<file path="config.mk">
export PLATFORM = sky130hd
export DESIGN_NAME = mc_main_controller
export DESIGN_NICKNAME = d
export VERILOG_FILES = /design/src/rtl/mc_main_controller.sv
export SDC_FILE = /design/constraint.sdc
export NUM_CORES = 1
export LEC_CHECK = 0
export BUFFER_PORTS_ARGS = -buffer_cell sky130_fd_sc_hd__buf_2
export CAP_MARGIN = 20
export CORE_AREA = 2 2 78 80
export DETAILED_ROUTE_END_ITERATION = 10
export DIE_AREA = 0 0 80 82
export GPL_ROUTABILITY_DRIVEN = 0
export PLACE_DENSITY = 0.61
export SYNTH_ARGS = -nofsm -noshare
export SYNTH_HDL_FRONTEND = slang
export SYNTH_SLANG_ARGS = --single-unit
</file>
<file path="constraint.sdc">
create_clock -name clk -period 2.2 [get_ports clk]
set_input_delay 0.11 -clock clk [delete_from_list [all_inputs] [get_ports clk]]
set_output_delay 0.11 -clock clk [all_outputs]
set_load 0.005 [all_outputs]
</file>
<file path="src/rtl/mc_main_controller.sv">
// Main control FSM for the multicycle MIPS datapath: sequences fetch/decode/execute/
// memory/write-back, drives all datapath enables and counts retired instructions.
module mc_main_controller #(
  parameter int CNT_W = 32
) (
  input  logic             clk,
  input  logic             rst,
  input  logic [5:0]       opcode,
  input  logic             is_jr,
  input  logic             mem_ready,
  output logic             pc_write,
  output logic             pc_write_cond_eq,
  output logic             pc_write_cond_ne,
  output logic [1:0]       pc_src,
  output logic             i_or_d,
  output logic             mem_read,
  output logic             mem_write,
  output logic             ir_write,
  output logic             reg_write,
  output logic [1:0]       reg_dst,
  output logic [1:0]       mem_to_reg,
  output logic             alu_src_a,
  output logic [1:0]       alu_src_b,
  output logic [1:0]       alu_op,
  output logic [3:0]       state,
  output logic [CNT_W-1:0] instr_count,
  output logic             illegal_op
);

  typedef enum logic [3:0] {
    S_FETCH     = 4'd0,
    S_DECODE    = 4'd1,
    S_MEM_ADDR  = 4'd2,
    S_MEM_READ  = 4'd3,
    S_MEM_WB    = 4'd4,
    S_MEM_WRITE = 4'd5,
    S_R_EXEC    = 4'd6,
    S_R_WB      = 4'd7,
    S_I_EXEC    = 4'd8,
    S_I_WB      = 4'd9,
    S_BRANCH    = 4'd10,
    S_JUMP      = 4'd11,
    S_JAL       = 4'd12
  } state_t;

  localparam logic [5:0] OP_RTYPE = 6'b000000;
  localparam logic [5:0] OP_LW    = 6'b100011;
  localparam logic [5:0] OP_SW    = 6'b101011;
  localparam logic [5:0] OP_ADDI  = 6'b001000;
  localparam logic [5:0] OP_SLTI  = 6'b001010;
  localparam logic [5:0] OP_BEQ   = 6'b000100;
  localparam logic [5:0] OP_BNE   = 6'b000101;
  localparam logic [5:0] OP_J     = 6'b000010;
  localparam logic [5:0] OP_JAL   = 6'b000011;

  state_t state_q;
  state_t next_state;
  logic   retire;
  logic   set_illegal;

  assign state = state_q;

  always_comb begin
    next_state  = state_q;
    retire      = 1'b0;
    set_illegal = 1'b0;
    case (state_q)
      S_FETCH:     if (mem_ready) next_state = S_DECODE;
      S_DECODE: begin
        case (opcode)
          OP_RTYPE:        next_state = S_R_EXEC;
          OP_LW, OP_SW:    next_state = S_MEM_ADDR;
          OP_ADDI, OP_SLTI: next_state = S_I_EXEC;
          OP_BEQ, OP_BNE:  next_state = S_BRANCH;
          OP_J:            next_state = S_JUMP;
          OP_JAL:          next_state = S_JAL;
          default: begin
            next_state  = S_FETCH;
            set_illegal = 1'b1;
          end
        endcase
      end
      S_MEM_ADDR:  next_state = (opcode == OP_SW) ? S_MEM_WRITE : S_MEM_READ;
      S_MEM_READ:  if (mem_ready) next_state = S_MEM_WB;
      S_MEM_WRITE: begin
        if (mem_ready) begin
          next_state = S_FETCH;
          retire     = 1'b1;
        end
      end
      S_R_EXEC: begin
        if (is_jr) begin
          next_state = S_FETCH;
          retire     = 1'b1;
        end else begin
          next_state = S_R_WB;
        end
      end
      S_I_EXEC:    next_state = S_I_WB;
      S_MEM_WB, S_R_WB, S_I_WB, S_BRANCH, S_JUMP, S_JAL: begin
        next_state = S_FETCH;
        retire     = 1'b1;
      end
      default:     next_state = S_FETCH;
    endcase
  end

  always_ff @(posedge clk) begin
    if (rst) begin
      state_q     <= S_FETCH;
      instr_count <= '0;
      illegal_op  <= 1'b0;
    end else begin
      state_q <= next_state;
      if (retire)      instr_count <= instr_count + CNT_W'(1);
      if (set_illegal) illegal_op  <= 1'b1;
    end
  end

  // Control decode; everything is held low while reset is asserted so no write escapes.
  always_comb begin
    pc_write         = 1'b0;
    pc_write_cond_eq = 1'b0;
    pc_write_cond_ne = 1'b0;
    pc_src           = 2'b00;
    i_or_d           = 1'b0;
    mem_read         = 1'b0;
    mem_write        = 1'b0;
    ir_write         = 1'b0;
    reg_write        = 1'b0;
    reg_dst          = 2'b00;
    mem_to_reg       = 2'b00;
    alu_src_a        = 1'b0;
    alu_src_b        = 2'b00;
    alu_op           = 2'b00;
    if (!rst) begin
      case (state_q)
        S_FETCH: begin
          mem_read  = 1'b1;
          alu_src_b = 2'b01;
          ir_write  = mem_ready;
          pc_write  = mem_ready;
        end
        S_DECODE:   alu_src_b = 2'b11;
        S_MEM_ADDR: begin
          alu_src_a = 1'b1;
          alu_src_b = 2'b10;
        end
        S_MEM_READ: begin
          mem_read = 1'b1;
          i_or_d   = 1'b1;
        end
        S_MEM_WB: begin
          reg_write  = 1'b1;
          mem_to_reg = 2'b01;
        end
        S_MEM_WRITE: begin
          mem_write = 1'b1;
          i_or_d    = 1'b1;
        end
        S_R_EXEC: begin
          alu_src_a = 1'b1;
          alu_op    = 2'b10;
          if (is_jr) begin
            pc_write = 1'b1;
            pc_src   = 2'b11;
          end
        end
        S_R_WB: begin
          reg_write = 1'b1;
          reg_dst   = 2'b01;
        end
        S_I_EXEC: begin
          alu_src_a = 1'b1;
          alu_src_b = 2'b10;
          alu_op    = (opcode == OP_SLTI) ? 2'b11 : 2'b00;
        end
        S_I_WB:     reg_write = 1'b1;
        S_BRANCH: begin
          alu_src_a        = 1'b1;
          alu_op           = 2'b01;
          pc_src           = 2'b01;
          pc_write_cond_eq = (opcode == OP_BEQ);
          pc_write_cond_ne = (opcode == OP_BNE);
        end
        S_JUMP: begin
          pc_write = 1'b1;
          pc_src   = 2'b10;
        end
        S_JAL: begin
          pc_write   = 1'b1;
          pc_src     = 2'b10;
          reg_write  = 1'b1;
          reg_dst    = 2'b10;
          mem_to_reg = 2'b10;
        end
        default: ;
      endcase
    end
  end

endmodule

</file>
# After elaboration in Yosys (flattened, before gate mapping)
# Cells that the tools add are included.
[word_totals]
reg_bits = 37
[op_classes]
addsub = 1
n_eq_ne = 23
muxes = 42
reduce_logical = 14
[ops]
columns = ["cell", "n"]
rows = [
  ["32-bit by 1-bit adder with 32-bit output, second input constant", 1],
  ["4-bit case mux with 7 select lines", 1],
  ["4-bit case mux with 6 select lines", 1],
  ["1-bit two-way mux", 21],
  ["4-bit equality test, second input constant", 5],
  ["2-bit case mux with 3 select lines", 3],
  ["4-bit by 3-bit equality test with 1-bit output, second input constant", 4],
  ["2-bit two-way mux", 7],
  ["2-bit OR reduction", 7],
  ["6-bit by 2-bit equality test with 1-bit output, second input constant", 2],
  ["6-bit by 3-bit equality test with 1-bit output, second input constant", 2],
  ["6-bit by 4-bit equality test with 1-bit output, second input constant", 2],
  ["6-bit equality test, second input constant", 2],
  ["4-bit two-way mux", 3],
  ["9-bit OR reduction", 1],
  ["4-bit by 2-bit equality test with 1-bit output, second input constant", 2],
  ["2-bit case mux with 2 select lines", 2],
  ["4-bit OR reduction", 2],
  ["6-bit logical NOT", 1],
  ["3-bit two-way mux", 2],
  ["2-bit != test, second input constant", 3],
  ["1-bit case mux with 3 select lines", 2],
  ["6-bit OR reduction", 1],
  ["4-bit by 1-bit equality test with 1-bit output, second input constant", 1],
  ["2 further kinds", 2],
]

# Longest topological paths before layout
# Gate-level depths: netlist of run 1.
[logic_depth]
word_depth = 4
depth_mapped = 7

# Worst setup path after synthesis of run 1
# OpenSTA, ideal clock, no wires.
[synth_timing]
kind = "register to register"
from = "register state_q[2] (netlist: state[2])"
to = "register instr_count[21]"
setup_time_ns = 0.121
arrival_time_ns = 1.904
setup_slack_ns = 0.175
stages_incl_launch_ff = 8
n_path_buf = 2
cell_sequence = "dfxtp_1 > clkbuf_1 > inv_1 > a221oi_4 > o21ai_2 > buf_6 > nor4_1 > mux2_2"
[synth_via]
elab_chain_len = 3
elab_cells_between_ends = 10
[synth_rtl]
columns = ["element", "line", "rtl"]
rows = [
  ["start: declaration", "56", "state_t state_q;"],
  ["start signal: assignment", "114", "state_q <= next_state;"],
  ["4-bit equality test / 4-bit by 3-bit equality test with 1-bit output (equally long branches)", "67", "case (state_q)"],
  ["6-bit OR reduction", "67", ""],
  ["1-bit case mux with 3 select lines (*)", "67", ""],
  ["end signal: assignment", "115", "if (retire) instr_count <= instr_count + CNT_W'(1);"],
  ["end: declaration", "26", "output logic [CNT_W-1:0] instr_count,"],
]
# Every way passes the cells marked *; elsewhere a longest branch is shown, timed or not.
# A chain may end at the register's enable or synchronous reset.

# Final worst setup path of run 1
[layout_timing]
from = "register state_q[0] (netlist: state[0])"
to = "output pc_write_cond_eq"
[layout_via]
elab_chain_len = 3
[layout_rtl]
columns = ["element", "line", "rtl"]
rows = [
  ["4-bit equality test", "137", "case (state_q)"],
  ["1-bit two-way mux", "137", ""],
  ["1-bit two-way mux", "136", "if (!rst) begin"],
  ["end: declaration", "12", "output logic pc_write_cond_eq,"],
]
# Every way passes these cells.

==> results of run 1 <==
cells in the final DEF (no fill, tap or decap), types with 2 or more instances in the layout:
cell,Yosys,routed
mux2_2,2,2
and4_1,2,2
nand4_1,6,6
o32ai_1,2,2
or4_1,7,6
nand2_1,16,16
buf_4,1,22
a211oi_1,2,2
or3_1,16,15
nor3_1,8,8
and3_1,4,4
dfxtp_1,37,35
nor2_1,39,39
o211ai_1,6,6
o21bai_1,2,2
xnor2_1,3,3
inv_1,6,6
nor4_1,6,5
o21ai_0,22,22
dfxtp_2,0,2
xor2_1,12,12
clkbuf_8,0,6
a21oi_1,29,29
nor2b_1,4,4
or4b_1,2,2
buf_2,2,65
o31ai_1,6,6
nand3_1,13,13
or2_2,2,2
nand2b_1,3,2
o2111ai_1,3,2
area by class of cell:
class	count	area, um^2
clock buffers	7	86.3
flip-flops and latches	37	743
repair buffers	87	490
fillers	597	2890
inverters	6	22.5
multi-input cells	233	1420
well taps	75	93.8
flip-flops by register name, summed over array words and instances, names as in the netlist:
name,cells
state,4
instr_count,32
illegal_op,1
repair_timing:
action                                  CTS  global route
setup buffers                             0             0
gates resized for setup                   0             8
endpoints found under the setup margin    0             9
metrics by stage:
step / hold WS, ns / instances / TNS [ns]
6_report: 0.218 / 445 / 0
5_1_grt: 0.211 / 445 / -0.0131
4_1_cts: 0.203 / 445 / 0
3_5_place_dp: 0.461 / 438 / 0
3_3_place_gp: 0.452 / 438 / 0
2_1_floorplan: 0.250 / 297 / 0
tightest hold or removal path: cells and delay by family:
kind            cells  cell delay, ns
simple gates        2            0.17
buf+inv             1            0.14
compound gates      1            0.04
final timing paths:
kind                                                    from                           end  slack [ns]
worst max register to register  instr_count[11]$_SDFFE_PP0P_  instr_count[27]$_SDFFE_PP0P_        0.20
worst min-delay path                               mem_ready         state[0]$_SDFFE_PP0P_        0.22
worst max-delay path                   state[0]$_SDFFE_PP0P_              pc_write_cond_eq        0.09
worst min register to register       illegal_op$_SDFFE_PP0P_       illegal_op$_SDFFE_PP0P_        0.48
per-layer routing:
metal  up-vias  track usage
li1       1237            -
met1      1157        0.251
met2        70        0.274
met3         7       0.0451
met4         0       0.0576
met5         -            0
power groups by stage:
| stage | combinational (mW) | sequential [mW] | clock (mW) |
|---|---|---|---|
| 6_report | 0.141 | 0.680 | 0.483 |
| 5_1_grt | 0.154 | 0.680 | 0.534 |
| 4_1_cts | 0.138 | 0.679 | 0.507 |
| 3_5_place_dp | 0.138 | 0.695 | 0 |
| 3_3_place_gp | 0.139 | 0.694 | 0 |
| 2_1_floorplan | 0.0800 | 0.695 | 0 |
logic make-up (layout without fill, tap and decap cells):
group / count (synthesis) / count (layout) / share of synthesized area
flops: 37 / 37 / 0.330
mux: 2 / 2 / 0.0100
simple gates: 132 / 132 / 0.307
buf+inv: 27 / 100 / 0.0513
xor+xnor: 15 / 15 / 0.0586
compound gates: 83 / 83 / 0.237
fa+ha+maj: 1 / 1 / 0.00558
==> reports/qor.txt, run 1 <==
outcome: complete, no violations
die width: 80 um
Worst Tran Pin Value: 0.521 ns
clk sink count: 37
Post-CTS Hold Fix Bufs: 0
largest net degree at the start of global routing: 26
synthesized area per cell: 7.55 um^2
Tot Pwr: 1.30 mW
yosys warns: 0
max layer used: met4
worst stage delay on the critical path: 0.40 ns
Crit path arrival time: 2.00 ns
DR WL met3: 332 um
cts bufs inserted: 5
nets@finish: 381
Sw Ratio: 0.247
final core occ: 0.497
synthesis-to-finish area growth: 27.2%
Buf/Inv on CP: 2
Hold Crit Depth: 4
setup ws final: 0.0947 ns
clk_skew: 0.00678 ns
ratio of total power to cell area: 457 nW/um^2
grt ovf: 0
core area: 5750 um^2
Total GRT Usage: 0.180
Seq cells post-synth: 37
Main synth FF type: dfxtp_1
fmax: 0.475 GHz
Gate power share: 0.108
power share of the clock group: 0.371
synthesized cell area: 2240 um^2
cell taking the most area after synthesis: dfxtp_1
RSZ-0062 raised after global routing: true
DP Area: 2730 um^2
most numerous cell in the Yosys netlist: nor2_1
Post-synth EDFFs: 0
Synth Instances: 297
die height: 82 um
CP top delay family: simple AND/OR/NAND/NOR gates
clock latency at the later pin of the worst-skew pair: 0.29 ns
DR iter-0 viols: 121
DP Worst Slack: 0.123 ns
drt drc: 0
row cnt: 28
CP max-delay cell: or3_4
Hold Path Class: primary input to register
number of max-cap violations: 0
vias in the first global route: 2,054
initial antenna violation count: 0
first-pass GRT wire length: 9500 um
CTS clock-pin slew for the worst setup and hold paths: 0.07 ns
Synthesized Nets: 308
final hold vios: 0
internal power: 983 uW
Die ar.: 6560 um^2
Critical Path Source Type: register
synth cell count leaders: nor2_1, dfxtp_1, a21oi_1
R2R depth: 5
ANT nets after route: 0
post-layout min period: 2.11 ns
Rel. slew slack: 0.649
P_leak: 1.14 nW
top cell type's share of synthesized area: 0.330
wl on met1: 2890 um
Ports: 66
CP Depth: 6
design area: 2850 um^2
via-per-instance ratio: 5.55
Pre-antenna DRT Iters: 5
Seq/Total Area, Yosys: 0.330
Max FO, Critical Path: 11
Synth async-reset ratio: 0
HPWL after DPL: 4410 um
antenna cells: 0
Slew Limit Fails: 0
DRT Wirelength: 6020 um
CP cell instances: buf_4, nand2b_2, or3_4, nor4bb_2, nor2b_1, buf_2
H-Tree Depth: 2
Area contributors post-synth: dfxtp_1, nor2_1, a21oi_1
Root Buffer: clkbuf_8
Finish-stage setup viols: 0
Switching Power: 322 uW
clock buffer depth: 2
Port Buf Inserts: 65
Crit. End Element: primary output
CTS tree: built
routed wl met2: 2720 um
VDD IR-drop max: 0.000227 V
layout cells sized above 1: 0.289
required time at the worst-slack endpoint: 2.09 ns
post-DR wirelength/cell: 13.5 um
sequential fraction of design power: 0.521
Via Count: 2,471
initial core utilization: 0.390
WS Path Type: register to primary output
ratio of final minimum period to clock period: 0.957
Cell variety after synth: 48
Power figures use the tool's default switching activity.
==> run 2, diff against run 1 <==
==> constraint.sdc (replaced) <==
create_clock -name clk -period 2.2 [get_ports clk]
set_input_delay 0.11 -clock clk [delete_from_list [all_inputs] [get_ports clk]]
set_output_delay 0.11 -clock clk [all_outputs]
set_load 0.01 [all_outputs]
==> run 2 against run 1 <==
Net effect: combinational power grew 6%; clock skew is essentially flat; first-iteration DRC count shrank 3.3%; hold slack lost 0.0015 ns; clock-buffer cell count is the same; via count shrank 0.45%; sequential cell count is the same; fmax grew 0.60%; global-route usage is essentially flat; sequential power is essentially flat.
==> reports/qor.txt, run 2 (synthesis gave the netlist of run 1 again) <==
crit path launch: state[0]$_SDFFE_PP0P_
HPWL after DPL: 4410 um (unchanged)
worst stage delay on the critical path: 0.41 ns (about the same)
clk sink count: 37 (unchanged)
initial core utilization: 0.390 (unchanged)
clock latency at the later pin of the worst-skew pair: 0.29 ns (about the same)
grt ovf: 0 (unchanged)
Total GRT Usage: 0.181 (+0.000463)
DR WL met3: 346 um (+4.2%)
sequential fraction of design power: 0.517 (-0.004)
Crit path arrival time: 1.98 ns (-0.02 ns)
clk_skew: 0.00664 ns (-0.000137 ns)
Ports: 66 (unchanged)
H-Tree Depth: 2 (unchanged)
DR iter-0 viols: 117 (-3.3%)
max reg flops: 32 (unchanged)
CTS tree: built
layout cells sized above 1: 0.292 (+0.00270)
max layer used: met4
Pre-antenna DRT Iters: 4 (-1)
Root Buffer: clkbuf_8
Worst Tran Pin Value: 0.511 ns (-0.00963 ns)
power share of the clock group: 0.369 (-0.002)
Switching Power: 328 uW (+2.0%)
CP top delay family: simple AND/OR/NAND/NOR gates
Via Count: 2,460 (-0.45%)
Filler cells: 590 (-1.2%)
die height: 82 um (unchanged)
wl on met1: 2880 um (-0.24%)
Biggest register: instr_count
Reg-to-Reg Start: instr_count[11]$_SDFFE_PP0P_
core area: 5750 um^2 (unchanged)
P_leak: 1.15 nW (+0.85%)
CP cell instances: buf_4, nand2b_2, or3_4, nor4bb_4, nor2b_1, buf_2
Max FO, Critical Path: 11 (unchanged)
post-layout min period: 2.09 ns (-0.0125 ns)
CTS clock-pin slew for the worst setup and hold paths: 0.07 ns (about the same)
nets@finish: 381 (unchanged)
cts bufs inserted: 5 (unchanged)
Rel. slew slack: 0.656 (+0.00648)
Sw Ratio: 0.250 (+0.00342)
row cnt: 28 (unchanged)
ratio of total power to cell area: 457 nW/um^2 (about the same)
post-DR wirelength/cell: 13.6 um (+0.17%)
WS Path Type: register to primary output
Hold Path Class: primary input to register
largest net degree at the start of global routing: 26 (unchanged)
Crit. End Element: primary output
routed wl met2: 2730 um (+0.15%)
Critical Path Source Type: register
vias in the first global route: 2,062 (+0.39%)
design area: 2870 um^2 (+0.57%)
min-delay src: mem_ready
Finish-stage setup viols: 0 (unchanged)
final hold vios: 0 (unchanged)
drt drc: 0 (unchanged)
initial antenna violation count: 0 (unchanged)
Buf/Inv on CP: 2 (unchanged)
most common cell after layout, fill and taps aside: buf_2
ANT nets after route: 0 (unchanged)
Post-CTS Setup Bufs: 0 (unchanged)
CP max-delay cell: or3_4
setup ws final: 0.107 ns (+0.0125 ns)
internal power: 984 uW (+0.14%)
Port Buf Inserts: 65 (unchanged)
antenna cells: 0 (unchanged)
ratio of final minimum period to clock period: 0.951 (-0.00568)
fmax: 0.478 GHz (+0.60%)
via-per-instance ratio: 5.53 (-0.45%)
number of max-cap violations: 0 (unchanged)
DP Area: 2730 um^2 (unchanged)
die width: 80 um (unchanged)
Slew Limit Fails: 0 (unchanged)
first-pass GRT wire length: 9520 um (+0.22%)
required time at the worst-slack endpoint: 2.09 ns (about the same)
Setup TNS Final: 0 ns (unchanged)
most frequent cells in the layout: buf_2, nor2_1, dfxtp_1, a21oi_1
Gate power share: 0.114 (+0.006)
Die ar.: 6560 um^2 (unchanged)
clock buffer depth: 2 (unchanged)
DRT Wirelength: 6030 um (+0.17%)
Post-CTS Hold Fix Bufs: 0 (unchanged)
VDD IR-drop max: 0.000227 V (about the same)
outcome: complete, no violations
synthesis-to-finish area growth: 28.0%
DP Worst Slack: 0.123 ns (unchanged)
[run 2: final timing paths]
check | endpoint | slack (ns) | cells past startpoint
worst min register to register | illegal_op$_SDFFE_PP0P_ | 0.48 | 2
worst min-delay path | state[0]$_SDFFE_PP0P_ | 0.22 | 4
worst max-delay path | pc_write_cond_eq | 0.11 | 6
worst max register to register | instr_count[27]$_SDFFE_PP0P_ | 0.24 | 5
[run 2: per-layer routing]
layer | global-route usage | up-vias
met2 | 0.276 | 72
li1 | - | 1241
met4 | 0.0576 | 0
met5 | 0 | -
met1 | 0.251 | 1140
met3 | 0.0451 | 7
[run 2: power by group through the flow]
stage	Combinational, mW	Sequential, mW	Clock (mW)
after global placement	0.144	0.694	0
after floorplan	0.0835	0.697	0
after CTS	0.144	0.679	0.507
final	0.150	0.679	0.484
after detailed placement	0.143	0.695	0
after global routing	0.163	0.679	0.534
[run 2: area by class of cell]
cell class / instances / area, um^2 / area share
Clock buffer: 7 / 86.3 / 0.0301
Inverter: 6 / 22.5 / 0.00785
Sequential cell: 37 / 746 / 0.260
Tap cell: 75 / 93.8 / 0.0327
Multi-Input combinational cell: 233 / 1430 / 0.498
Timing Repair Buffer: 87 / 490 / 0.171
[run 2: worst register-to-register path: stages, from the launching register on]
cell and delay [ns]:
dfxtp_1 0.44, nand4_1 0.21, nor4_2 0.41, o2111ai_2 0.29
or3_1 0.42, a21oi_1 0.14
[run 2: what timing repair did]
action | 4_1_cts | 5_1_grt
gates resized for setup | 1 | 10
pin swaps | 0 | 0
endpoints found under the setup margin | 3 | 8
[run 2: metrics by stage]
stage	util	power (mW)	hold slack, ns	instances
global route	0.499	1.38	0.211	445
finish	0.499	1.31	0.216	445
floorplan	-	0.780	0.266	297
global placement	0.476	0.839	0.452	438
detailed placement	0.476	0.838	0.461	438
CTS	0.491	1.33	0.203	445
==> run 3, diff against run 2 <==
--- a/config.mk
+++ b/config.mk
@@ -12,6 +12,7 @@
 export DIE_AREA = 0 0 80 82
 export GPL_ROUTABILITY_DRIVEN = 0
 export PLACE_DENSITY = 0.61
+export RECOVER_POWER = 100
 export SYNTH_ARGS = -nofsm -noshare
 export SYNTH_HDL_FRONTEND = slang
 export SYNTH_SLANG_ARGS = --single-unit
==> run 3 against run 2 <==
Net effect: clock skew up 0.00068 ns; utilization is 1.3 points lower; setup slack lost 0.0021 ns; via count up 1.1%; die area unchanged; clock-buffer cell count unchanged; final cell count unchanged; first-iteration DRC count shrank 1.7%; combinational power fell by 3%; non-clock buffer count did not move; critical path depth is 1 lower; largest cell class unchanged; largest power group unchanged.
==> reports/qor.txt, run 3 (synthesis gave the netlist of run 1 again) <==
Filler cells: 619 (+4.9%)
Crit path arrival time: 1.98 ns (about the same)
Reg2Reg Setup Slack: 0.23 ns (about the same)
Max FO, Critical Path: 11 (unchanged)
Critical Path Source Type: register
DP Area: 2730 um^2 (unchanged)
most frequent cells in the layout: clkbuf_1, nor2_1, dfxtp_1, a21oi_1, o21ai_0
fin cells: 445 (unchanged)
outcome: complete, no violations
ratio of final minimum period to clock period: 0.952 (+0.000975)
crit path launch: state[0]$_SDFFE_PP0P_
hold endpoint: state[0]$_SDFFE_PP0P_
WS Path Type: register to primary output
fmax: 0.477 GHz (-0.10%)
wl on met1: 2910 um (+1.2%)
number of max-cap violations: 0 (unchanged)
CP cell instances: buf_4, or3_4, or4_4, o31ai_1, clkbuf_2
Crit. End Element: primary output
largest net degree at the start of global routing: 26 (unchanged)
Port Buf Inserts: 65 (unchanged)
grt ovf: 0 (unchanged)
sequential fraction of design power: 0.518 (about the same)
synthesis-to-finish area growth: 24.7%
initial antenna violation count: 0 (unchanged)
Slew Limit Fails: 0 (unchanged)
Hold Crit Depth: 4 (unchanged)
Gate power share: 0.111 (-0.003)
vias in the first global route: 2,062 (unchanged)
drt drc: 0 (unchanged)
max reg flops: 32 (unchanged)
Switching Power: 330 uW (+0.64%)
Biggest register: instr_count
H-Tree Depth: 2 (unchanged)
required time at the worst-slack endpoint: 2.09 ns (about the same)
Finish-stage setup viols: 0 (unchanged)
Total GRT Usage: 0.181 (unchanged)
clock latency at the later pin of the worst-skew pair: 0.29 ns (about the same)
Rel. slew slack: 0.648 (-0.00803)
core area: 5750 um^2 (unchanged)
Ports: 66 (unchanged)
die width: 80 um (unchanged)
Via Count: 2,488 (+1.1%)
CTS clock-pin slew for the worst setup and hold paths: 0.07 ns (about the same)
CTS tree: built
Pre-antenna DRT Iters: 4 (unchanged)
Worst Tran Pin Value: 0.523 ns (+0.0119 ns)
post-DR wirelength/cell: 13.6 um (+0.46%)
DRT Wirelength: 6060 um (+0.46%)
ANT nets after route: 0 (unchanged)
Hold Path Class: primary input to register
clock buffer depth: 2 (unchanged)
Placed Instances: 438 (unchanged)
final core occ: 0.487 (-0.0126)
internal power: 980 uW (-0.40%)
via-per-instance ratio: 5.59 (+1.1%)
reg-to-reg critical path endpoint: instr_count[27]$_SDFFE_PP0P_
cts bufs inserted: 5 (unchanged)
clk sink count: 37 (unchanged)
post-layout min period: 2.09 ns (+0.00214 ns)
Post-CTS Setup Bufs: 0 (unchanged)
CP max-delay cell: or4_4
Fin Hold WS: 0.213 ns (-0.00300 ns)
Sw Ratio: 0.252 (+0.00196)
worst stage delay on the critical path: 0.52 ns (+0.11 ns)
routed wl met2: 2730 um (+0.15%)
power share of the clock group: 0.371 (+0.002)
area of the multi-input gates: 1430 um^2 (unchanged)
DR iter-0 viols: 115 (-1.7%)
P_leak: 0.943 nW (-18%)
Storage cell area: 746 um^2 (unchanged)
die height: 82 um (unchanged)
clk_skew: 0.00732 ns (+0.000676 ns)
nets@finish: 381 (unchanged)
row cnt: 28 (unchanged)
DR WL met3: 336 um (-2.9%)
Tot Pwr: 1.31 mW (-0.14%)
Root Buffer: clkbuf_8
first-pass GRT wire length: 9520 um (unchanged)
Die ar.: 6560 um^2 (unchanged)
Reg-to-Reg Start: instr_count[11]$_SDFFE_PP0P_
VDD IR-drop max: 0.000227 V (about the same)
R2R depth: 5 (unchanged)
antenna cells: 0 (unchanged)
layout cells sized above 1: 0.162 (-0.130)
HPWL after DPL: 4410 um (unchanged)
ratio of total power to cell area: 468 nW/um^2 (+2.5%)
final hold vios: 0 (unchanged)
most common cell after layout, fill and taps aside: clkbuf_1
initial core utilization: 0.390 (unchanged)
max layer used: met4
min-delay src: mem_ready
design area: 2800 um^2 (-2.5%)
## run 3: cell types whose count changed in the layout (fill, tap and decap cells not counted), sizes merged
cell / before / now
clkbuf: 7 / 56
buf: 87 / 38
## run 3: metrics by stage
stage,setup TNS [ns],setup WS [ns]
finish,0,0.105
global route,-0.0275,-0.0212
CTS,0,0.0122
detailed placement,0,0.123
global placement,0,0.182
floorplan,0,0.130
## run 3: power groups by stage
stage / registers [mW] / clock network [mW] / logic [mW]
floorplan: 0.697 / 0 / 0.0835
detailed placement: 0.695 / 0 / 0.143
CTS: 0.679 / 0.507 / 0.144
global placement: 0.694 / 0 / 0.144
finish: 0.679 / 0.485 / 0.146
global route: 0.679 / 0.534 / 0.159
## run 3: how the worst max path moves through the flow
stage | to | slack, ns | cells past startpoint
2_1_floorplan | instr_count[21]$_SDFFE_PP0P_ | 0.13 | 7
3_3_place_gp | instr_count[31]$_SDFFE_PP0P_ | 0.18 | 5
3_5_place_dp | instr_count[27]$_SDFFE_PP0P_ | 0.12 | 6
4_1_cts | pc_write_cond_eq | 0.01 | 6
5_1_grt | pc_write_cond_ne | -0.02 | 6
6_report | alu_op[1] | 0.11 | 5
## run 3: what timing repair did
| action | in CTS | in global routing |
|---|---|---|
| hold buffers | 0 | 0 |
| gates resized for setup | 1 | 10 |
| setup endpoints to repair | 3 | 8 |
## run 3: worst max-delay path, delay by kind of cell, from the launching register on
family,cells,cell delay (ns)
flops,1,0.34
simple gates,2,0.92
buf+inv,2,0.34
compound gates,1,0.08
## run 3: layer usage
layer	vias up	track usage
li1	1239	-
met3	7	0.0451
met5	-	0
met4	0	0.0576
met2	76	0.276
met1	1166	0.251
## run 3: area by class of cell
class                   instances  area share
clock buffers                   7      0.0309
inverters                       6     0.00805
multi-input cells             233       0.511
flip-flops and latches         37       0.267
well taps                      75      0.0336
repair buffers                 87       0.149
